<file path="config.mk">
export PLATFORM = sky130hd
export DESIGN_NAME = ovl_fire_arbiter
export DESIGN_NICKNAME = d
export VERILOG_FILES = /design/src/rtl/ovl_fire_arb_pkg.sv /design/src/rtl/ovl_rr_pick.sv /design/src/rtl/ovl_fire_arbiter.sv
export SDC_FILE = /design/constraint.sdc
export NUM_CORES = 1
export LEC_CHECK = 0
export CAP_MARGIN = 20
export CORE_UTILIZATION = 45
export DETAILED_ROUTE_END_ITERATION = 16
export PLACE_DENSITY_LB_ADDON = 0.12
export SLEW_MARGIN = 30
export SYNTH_ARGS = -nofsm -noshare
export SYNTH_HDL_FRONTEND = slang
export SYNTH_SLANG_ARGS = --single-unit
</file>
<file path="constraint.sdc">
create_clock -name clock -period 2 [get_ports clock]
set_clock_uncertainty 0.05 [all_clocks]
set_input_delay 0.2 -clock clock [delete_from_list [all_inputs] [get_ports clock]]
set_output_delay 0.2 -clock clock [all_outputs]
set_load 0.03 [all_outputs]
</file>
<file path="src/rtl/ovl_fire_arb_pkg.sv">
// Shared types and constants for the OVL fire arbiter.
package ovl_fire_arb_pkg;

   // Arbiter FSM: wait for a pending record, then hold the offer until accepted.
   typedef enum logic [0:0] {
      ST_IDLE  = 1'b0,
      ST_OFFER = 1'b1
   } arb_state_e;

   // Bit positions inside one checker's fire slice.
   localparam int unsigned FIRE_ASSERT = 0;
   localparam int unsigned FIRE_XCHECK = 1;
   localparam int unsigned FIRE_COVER  = 2;

endpackage

</file>
<file path="src/rtl/ovl_rr_pick.sv">
// Combinational round-robin picker: first set request at or after ptr, wrapping.
module ovl_rr_pick #(
   parameter int unsigned NUM_CHK = 4,
   parameter int unsigned ID_W    = $clog2(NUM_CHK)
) (
   input  logic [NUM_CHK-1:0] i_req,
   input  logic [ID_W-1:0]    i_ptr,
   output logic [ID_W-1:0]    o_sel,
   output logic               o_any
);

   int unsigned w_idx;

   // Scan NUM_CHK positions starting at ptr; the first hit wins.
   always_comb begin
      o_sel = '0;
      o_any = 1'b0;
      w_idx = 0;
      for (int unsigned k = 0; k < NUM_CHK; k++) begin
         w_idx = 32'(i_ptr) + k;
         if (w_idx >= NUM_CHK) begin
            w_idx = w_idx - NUM_CHK;
         end
         if (!o_any && i_req[w_idx[ID_W-1:0]]) begin
            o_any = 1'b1;
            o_sel = w_idx[ID_W-1:0];
         end
      end
   end

endmodule

</file>
<file path="src/rtl/ovl_fire_arbiter.sv">
// Coalesces per-checker OVL fire vectors into pending records and offers them,
// one at a time and round-robin, on a valid/ready report port.
module ovl_fire_arbiter
   import ovl_fire_arb_pkg::*;
#(
   parameter int unsigned NUM_CHK = 4,
   parameter int unsigned FIRE_W  = 3,
   parameter int unsigned CNT_W   = 8,
   parameter int unsigned ID_W    = $clog2(NUM_CHK)
) (
   input  logic                      clock,
   input  logic                      reset,
   input  logic                      enable,
   input  logic [NUM_CHK*FIRE_W-1:0] fire_in,
   output logic                      rpt_valid,
   input  logic                      rpt_ready,
   output logic [ID_W-1:0]           rpt_id,
   output logic [FIRE_W-1:0]         rpt_fire,
   output logic [CNT_W-1:0]          rpt_count,
   output logic [NUM_CHK-1:0]        gnt_n,
   output logic                      overflow
);

   localparam logic [CNT_W-1:0] CNT_MAX = '1;
   localparam logic [ID_W-1:0]  ID_LAST = ID_W'(NUM_CHK - 1);

   // Pending records, one per checker.
   logic [FIRE_W-1:0]  r_pend_fire [NUM_CHK];
   logic [CNT_W-1:0]   r_pend_cnt  [NUM_CHK];
   logic [NUM_CHK-1:0] r_pend_v;
   logic               r_overflow;

   // Report channel and arbitration state.
   arb_state_e         r_state;
   logic [ID_W-1:0]    r_ptr;
   logic               r_rpt_valid;
   logic [ID_W-1:0]    r_rpt_id;
   logic [FIRE_W-1:0]  r_rpt_fire;
   logic [CNT_W-1:0]   r_rpt_count;
   logic [NUM_CHK-1:0] r_gnt_n;

   logic [FIRE_W-1:0]  w_pend_fire_d [NUM_CHK];
   logic [CNT_W-1:0]   w_pend_cnt_d  [NUM_CHK];
   logic [NUM_CHK-1:0] w_pend_v_d;
   logic               w_overflow_d;
   logic [ID_W-1:0]    w_sel;
   logic               w_any;
   logic               w_load;
   logic               w_hs;
   logic [ID_W-1:0]    w_ptr_next;

   ovl_rr_pick #(
      .NUM_CHK (NUM_CHK),
      .ID_W    (ID_W)
   ) u_pick (
      .i_req (r_pend_v),
      .i_ptr (r_ptr),
      .o_sel (w_sel),
      .o_any (w_any)
   );

   assign w_load     = (r_state == ST_IDLE) && w_any;
   assign w_hs       = r_rpt_valid && rpt_ready;
   assign w_ptr_next = (r_rpt_id == ID_LAST) ? '0 : r_rpt_id + ID_W'(1);

   // Next pending records. The offered record is moved out of storage when it is
   // loaded, so fires arriving during the offer (including in the handshake cycle)
   // start a fresh record instead of being merged into the report in flight.
   always_comb begin
      w_overflow_d = r_overflow;
      w_pend_v_d   = r_pend_v;
      for (int i = 0; i < NUM_CHK; i++) begin
         w_pend_fire_d[i] = r_pend_fire[i];
         w_pend_cnt_d[i]  = r_pend_cnt[i];
         if (w_load && (w_sel == ID_W'(i))) begin
            w_pend_fire_d[i] = '0;
            w_pend_cnt_d[i]  = '0;
            w_pend_v_d[i]    = 1'b0;
         end
         if (enable && (|fire_in[i*FIRE_W +: FIRE_W])) begin
            w_pend_fire_d[i] = w_pend_fire_d[i] | fire_in[i*FIRE_W +: FIRE_W];
            if (w_pend_cnt_d[i] != CNT_MAX) begin
               w_pend_cnt_d[i] = w_pend_cnt_d[i] + CNT_W'(1);
            end
            w_pend_v_d[i] = 1'b1;
         end
         if (w_pend_cnt_d[i] == CNT_MAX) begin
            w_overflow_d = 1'b1;
         end
      end
   end

   // Pending-record storage and the sticky overflow flag.
   always_ff @(posedge clock or posedge reset) begin
      if (reset) begin
         for (int i = 0; i < NUM_CHK; i++) begin
            r_pend_fire[i] <= '0;
            r_pend_cnt[i]  <= '0;
         end
         r_pend_v   <= '0;
         r_overflow <= 1'b0;
      end else begin
         for (int i = 0; i < NUM_CHK; i++) begin
            r_pend_fire[i] <= w_pend_fire_d[i];
            r_pend_cnt[i]  <= w_pend_cnt_d[i];
         end
         r_pend_v   <= w_pend_v_d;
         r_overflow <= w_overflow_d;
      end
   end

   // Arbitration FSM: load the picked record, hold it until the handshake.
   always_ff @(posedge clock or posedge reset) begin
      if (reset) begin
         r_state     <= ST_IDLE;
         r_ptr       <= '0;
         r_rpt_valid <= 1'b0;
         r_rpt_id    <= '0;
         r_rpt_fire  <= '0;
         r_rpt_count <= '0;
         r_gnt_n     <= '1;
      end else begin
         unique case (r_state)
            ST_IDLE: begin
               if (w_any) begin
                  r_rpt_valid <= 1'b1;
                  r_rpt_id    <= w_sel;
                  r_rpt_fire  <= r_pend_fire[w_sel];
                  r_rpt_count <= r_pend_cnt[w_sel];
                  r_gnt_n     <= ~(NUM_CHK'(1) << w_sel);
                  r_state     <= ST_OFFER;
               end
            end
            ST_OFFER: begin
               if (w_hs) begin
                  r_rpt_valid <= 1'b0;
                  r_gnt_n     <= '1;
                  r_ptr       <= w_ptr_next;
                  r_state     <= ST_IDLE;
               end
            end
            default: begin
               r_state <= ST_IDLE;
            end
         endcase
      end
   end

   assign rpt_valid = r_rpt_valid;
   assign rpt_id    = r_rpt_id;
   assign rpt_fire  = r_rpt_fire;
   assign rpt_count = r_rpt_count;
   assign gnt_n     = r_gnt_n;
   assign overflow  = r_overflow;

endmodule
</file>
After elaboration in Yosys (flattened, before gate mapping)
Cells that the tools add are included.

Register bits after elaboration: 70. Input bits: 16. Output and inout port bits: 19. Logic and storage cells: 160.

Add/sub/neg operators: 12. Order comparisons: 9. Equal/unequal tests: 14. Shifts and indexed selects: 1. Multiplexer cells: 68. Bitwise gates (word level): 7. Reduce and logical (&&, ||, !) cells: 29.

Operator list (count): 8-bit two-way mux (14); 8-bit by 1-bit adder with 8-bit output (second input constant) (4); 8-bit equality test (second input constant) (4); 8-bit != test (second input constant) (4); 3-bit two-way mux (10); 1-bit two-way mux (24); 2-bit two-way mux (9); 8-bit binary-select mux with 2-bit select (1); 1-bit logical AND (13); 3-bit greater-or-equal comparator (second input constant) (4); 2-bit by 3-bit less-than comparator with 1-bit output (second input constant) (4); 3-bit bitwise OR (4); 3-bit OR reduction (4); 1-bit binary-select mux with 2-bit select (4); 4-bit two-way mux (2); 4-bit case mux with 2 select lines (1); 2-bit nonzero test (4); 2-bit by 1-bit subtractor with 2-bit output (second input constant) (4); 2-bit by 2-bit adder with 3-bit output (second input constant) (2); 3-bit binary-select mux with 2-bit select (1); 2-bit equality test (second input constant) (3); 2-bit AND reduction (3); 4-bit NOT (1); 1-bit case mux with 2 select lines (2); other kinds (12) (14).

Logic depth before layout (Yosys ltp)
Word-level depth: 25. Mapped depth: 8. Gate-level depth less buffers: 6.

By module
Synthesis repeated with hierarchy kept, for this count alone.

Cell total of the unflattened synthesis: 362. Area, all modules: 3632.2 um2.

Modules (own cells, without submodules): ovl_fire_arbiter (times used 1, cells each 347, area each 3554.7 um2, seq. area each 1756.7 um2); ovl_rr_pick (times used 1, cells each 15, area each 77.6 um2, seq. area each 0.0 um2).

Worst setup path after synthesis
Ideal clock, no wire load.

Path type: register to register. Start: register r_ptr[1]. End: register r_rpt_count[6], in the netlist rpt_count[6]. Setup time: 0.117 ns. Data arrival time: 1.792 ns. Data required time: 1.833 ns. Path slack: 0.041 ns. Stages on the path, launching flop included: 9. Buffers on the path: 2. Clock period less this slack: 1.959 ns. Path through: dfrtp_1 buf_4 nand2_1 nand3_1 a2bb2oi_4 buf_6 mux4_2 nand2_1 nand2_1.

Cells in the longest elaborated chain, start to end: 18. Elaborated cells on any way between the ends: 42. Those cells by class: add/sub (7); order compare (4); mux (23); bitwise (1); reduce/logical (7).

RTL lines: start: declaration (line ovl_fire_arbiter.sv:35) `logic [ID_W-1:0] r_ptr;`; start signal: assignment (line ovl_fire_arbiter.sv:138) `r_ptr <= w_ptr_next;`; branches (longest 18 deep; another with 2-bit by 1-bit adder with 3-bit output); end signal: assignment (line ovl_fire_arbiter.sv:129) `r_rpt_count <= r_pend_cnt[w_sel];`; end: declaration (line ovl_fire_arbiter.sv:39) `logic [CNT_W-1:0] r_rpt_count;`.

Parallel ways; which one is timed is not known. The select of a mux whose other input is x is not followed. A chain may end at the register's enable or synchronous reset.

==> results.ini <==
[status]
status=finished, final reports clean

[placement]
hpwl_um=6420
dp.cells=515
place_ws_ns=-0.184
io_buffer_count=34
placed_cell_area_um2=4300
gp_congestion=0.888

[synthesis]
ys.flop_type=dfrtp_1
yosys.area.top_type_share_pct=47.3
yosysWarnings=0
syn_nets=357
ys_types=53
ys_seq_area_share_pct=50.3
synth_top_cell_by_area=dfrtp_1
synth-edff-count=0
netlist_area_um2=3490
synthArstFlopShare_pct=100
ys_seq_elements=70
postSynthCellCount=340
yosysMostFrequentCell=dfrtp_1
synthTopCellsByArea=dfrtp_1 (47%), mux4_2 (5.8%), nand2_1 (5.8%), nor2_1 (4.1%), a21oi_1 (3.7%)
yosys-top-cells-count=dfrtp_1 (66), nand2_1 (54), nor2_1 (38)
avgSynthCellArea_um2=10.3

[route]
post_drt_wl_per_cell_um=16.4
wirelength_um=8800
firstDrtPassIters=4
drt_iter0_drc=155
num_vias=2991
avgViaCountPerCell=5.58
ant_nets=0
drc=0

[critical_path]
path_delay_family=buffers and inverters
cp_data_arrival_time_ns=2.17
cp_data_required_time_ns=2.19
slowest_stage=dfrtp_1
cp_max_fo=10
cp_cell_sequence=inv_2 -> a21oi_1 -> a2bb2oi_4 -> buf_12 -> buf_4 -> or3_4 -> buf_4 -> a22o_1
cp-end-kind=flop
path_class=flop to flop
cpPeakStageDelay_ns=0.41
startpoint_type=flop
cpMostUsedCell=buf_4
r2r_setup_slack_ns=0.03
cp_num_buf_inv=4

[pwr]
power_switching_mw=2.32
ir_drop_v=0.000792
finalPower_mw=6.14
p_int_mw=3.82
power.density_nw_per_um2=1330
power_leakage_nw=2.05
p_sw_share_pct=37.8
power_frac_comb_pct=40.9
seqPwrFrac_pct=39.7
p_clk_share_pct=19.4

[clock_network]
clk_pin_slew_ns=0.08
clk_latency_ns=0.36
cts-root-buf=clkbuf_8
cts_hold_buf=0
clockBufferDepth=2
clock-sinks=70
htree_levels=3
cts_made_buffers=9
cts_tree=done

[timing]
whs_ns=0.190
final_min_period_over_clock_period_pct=98.6
final-hold-violation-count=0
slew_headroom_pct=72.0
final-max-slew-violation-count=0
fin_tns_setup_ns=0
timing.fmax_ghz=0.507
rsz0062_at_grt=true
fin_crit_ns=1.97
setup_violations=0
setup_ws_ns=0.0288
tightest_slew_ns=0.417

[floorplan]
ios=35
die_x_um=90.1
std_cell_rows=31
start_util_pct=47.4
die_area_um2=8110
core-area_um2=7370
die_h_um=90.1

[cells_and_area]
n_fill_cell=587
final_nets=449
syn_to_final_growth_pct=32.2
fin_util_pct=62.6
stdcell_count=536
drive_above_1_share_pct=24.5
num_antenna_cells=0
fin_area_um2=4610

[flow_run]
cap_violations=0

[hold_path]
hold_path_class=input pin to asynchronous set/reset pin

[grt]
grt_pass1_vias=2812
antenna_found_initial=0
grt_max_degree=50
grt_use_total_pct=23.0
grt_overflow_total=0
grt_pass1_wl_um=14500

-- state kept, by name, summed over array words and instances, names as in the netlist --
name         flops
rpt_id           2
r_state          1
r_pend_v         4
r_ptr            2
r_pend_cnt      32
r_pend_fire     12
gnt_n            4
rpt_count        8
rpt_fire         3
overflow         1
rpt_valid        1
-- final timing paths --
kind | to | cells past startpoint | startpoint
setup / recovery | r_pend_fire[11]$_DFF_PP0_ | 8 | r_ptr[0]$_DFFE_PP0P_
setup reg to reg | r_pend_fire[11]$_DFF_PP0_ | 8 | r_ptr[0]$_DFFE_PP0P_
min in group clock | rpt_valid$_DFFE_PP0P_ | 2 | rpt_ready
max in group asynchronous | gnt_n[2]$_DFFE_PP1P_ | 3 | reset
hold reg to reg | rpt_count[7]$_DFFE_PP0P_ | 2 | rpt_count[7]$_DFFE_PP0P_
hold / removal | r_pend_fire[2]$_DFF_PP0_ | 3 | reset
-- cell families after synthesis --
group | synth area share, %
and+or+nand+nor | 20.3
AOI/OAI and AO/OA | 16.9
DFF | 50.3
buffers and inverters | 3.30
muxes | 8.35
xor gates and xnor gates | 0.502
adders and majority gates | 0.358
-- layout make-up --
class | instances | area, um^2 | area share, %
multi-input combinational | 251 | 1660 | 35.9
clock inverter | 5 | 57.6 | 1.25
tap | 99 | 124 | 2.68
clock buffer | 11 | 151 | 3.28
inverter | 7 | 30.0 | 0.651
timing repair buffer | 93 | 837 | 18.1
sequential | 70 | 1760 | 38.1
-- layout by cell type (no fill, tap or decap), types with 5 or more instances in the layout --
master	n
nor3_1	10
buf_4	54
nand4_1	7
clkbuf_8	11
inv_1	5
clkdlybuf4s50_1	34
a21oi_1	25
a22o_1	12
a211oi_1	8
nand3_1	13
dfrtp_1	65
nor2_1	36
nand2_1	53
mux4_2	9
o21ai_0	8
and3_1	7
-- what timing repair did --
item	CTS	global route
hold endpoints to repair	0	0
endpoints found under the setup margin	37	24
setup buffers	2	3
pin swaps	1	4
resized for setup	3	9
-- power by group through the flow --
stage	Combinational [mW]	Sequential (mW)	Clock (mW)
finish	2.51	2.44	1.19
global route	2.70	2.51	1.27
CTS	2.41	2.43	1.21
detailed placement	2.33	2.45	0
global placement	2.29	2.45	0
floorplan	1.22	2.59	0
-- tightest hold or removal path: cells and delay by family --
family,cells,cell delay (ns)
buffers and inverters,3,0.74
-- per-layer routing --
layer	part of all wire [%]	GRT usage [%]
met1	45	33.7
met2	48	34.5
met3	5.8	3.64
met4	1.5	8.20
met5	0	0
Note: power is estimated with default switching activity, not from simulation.
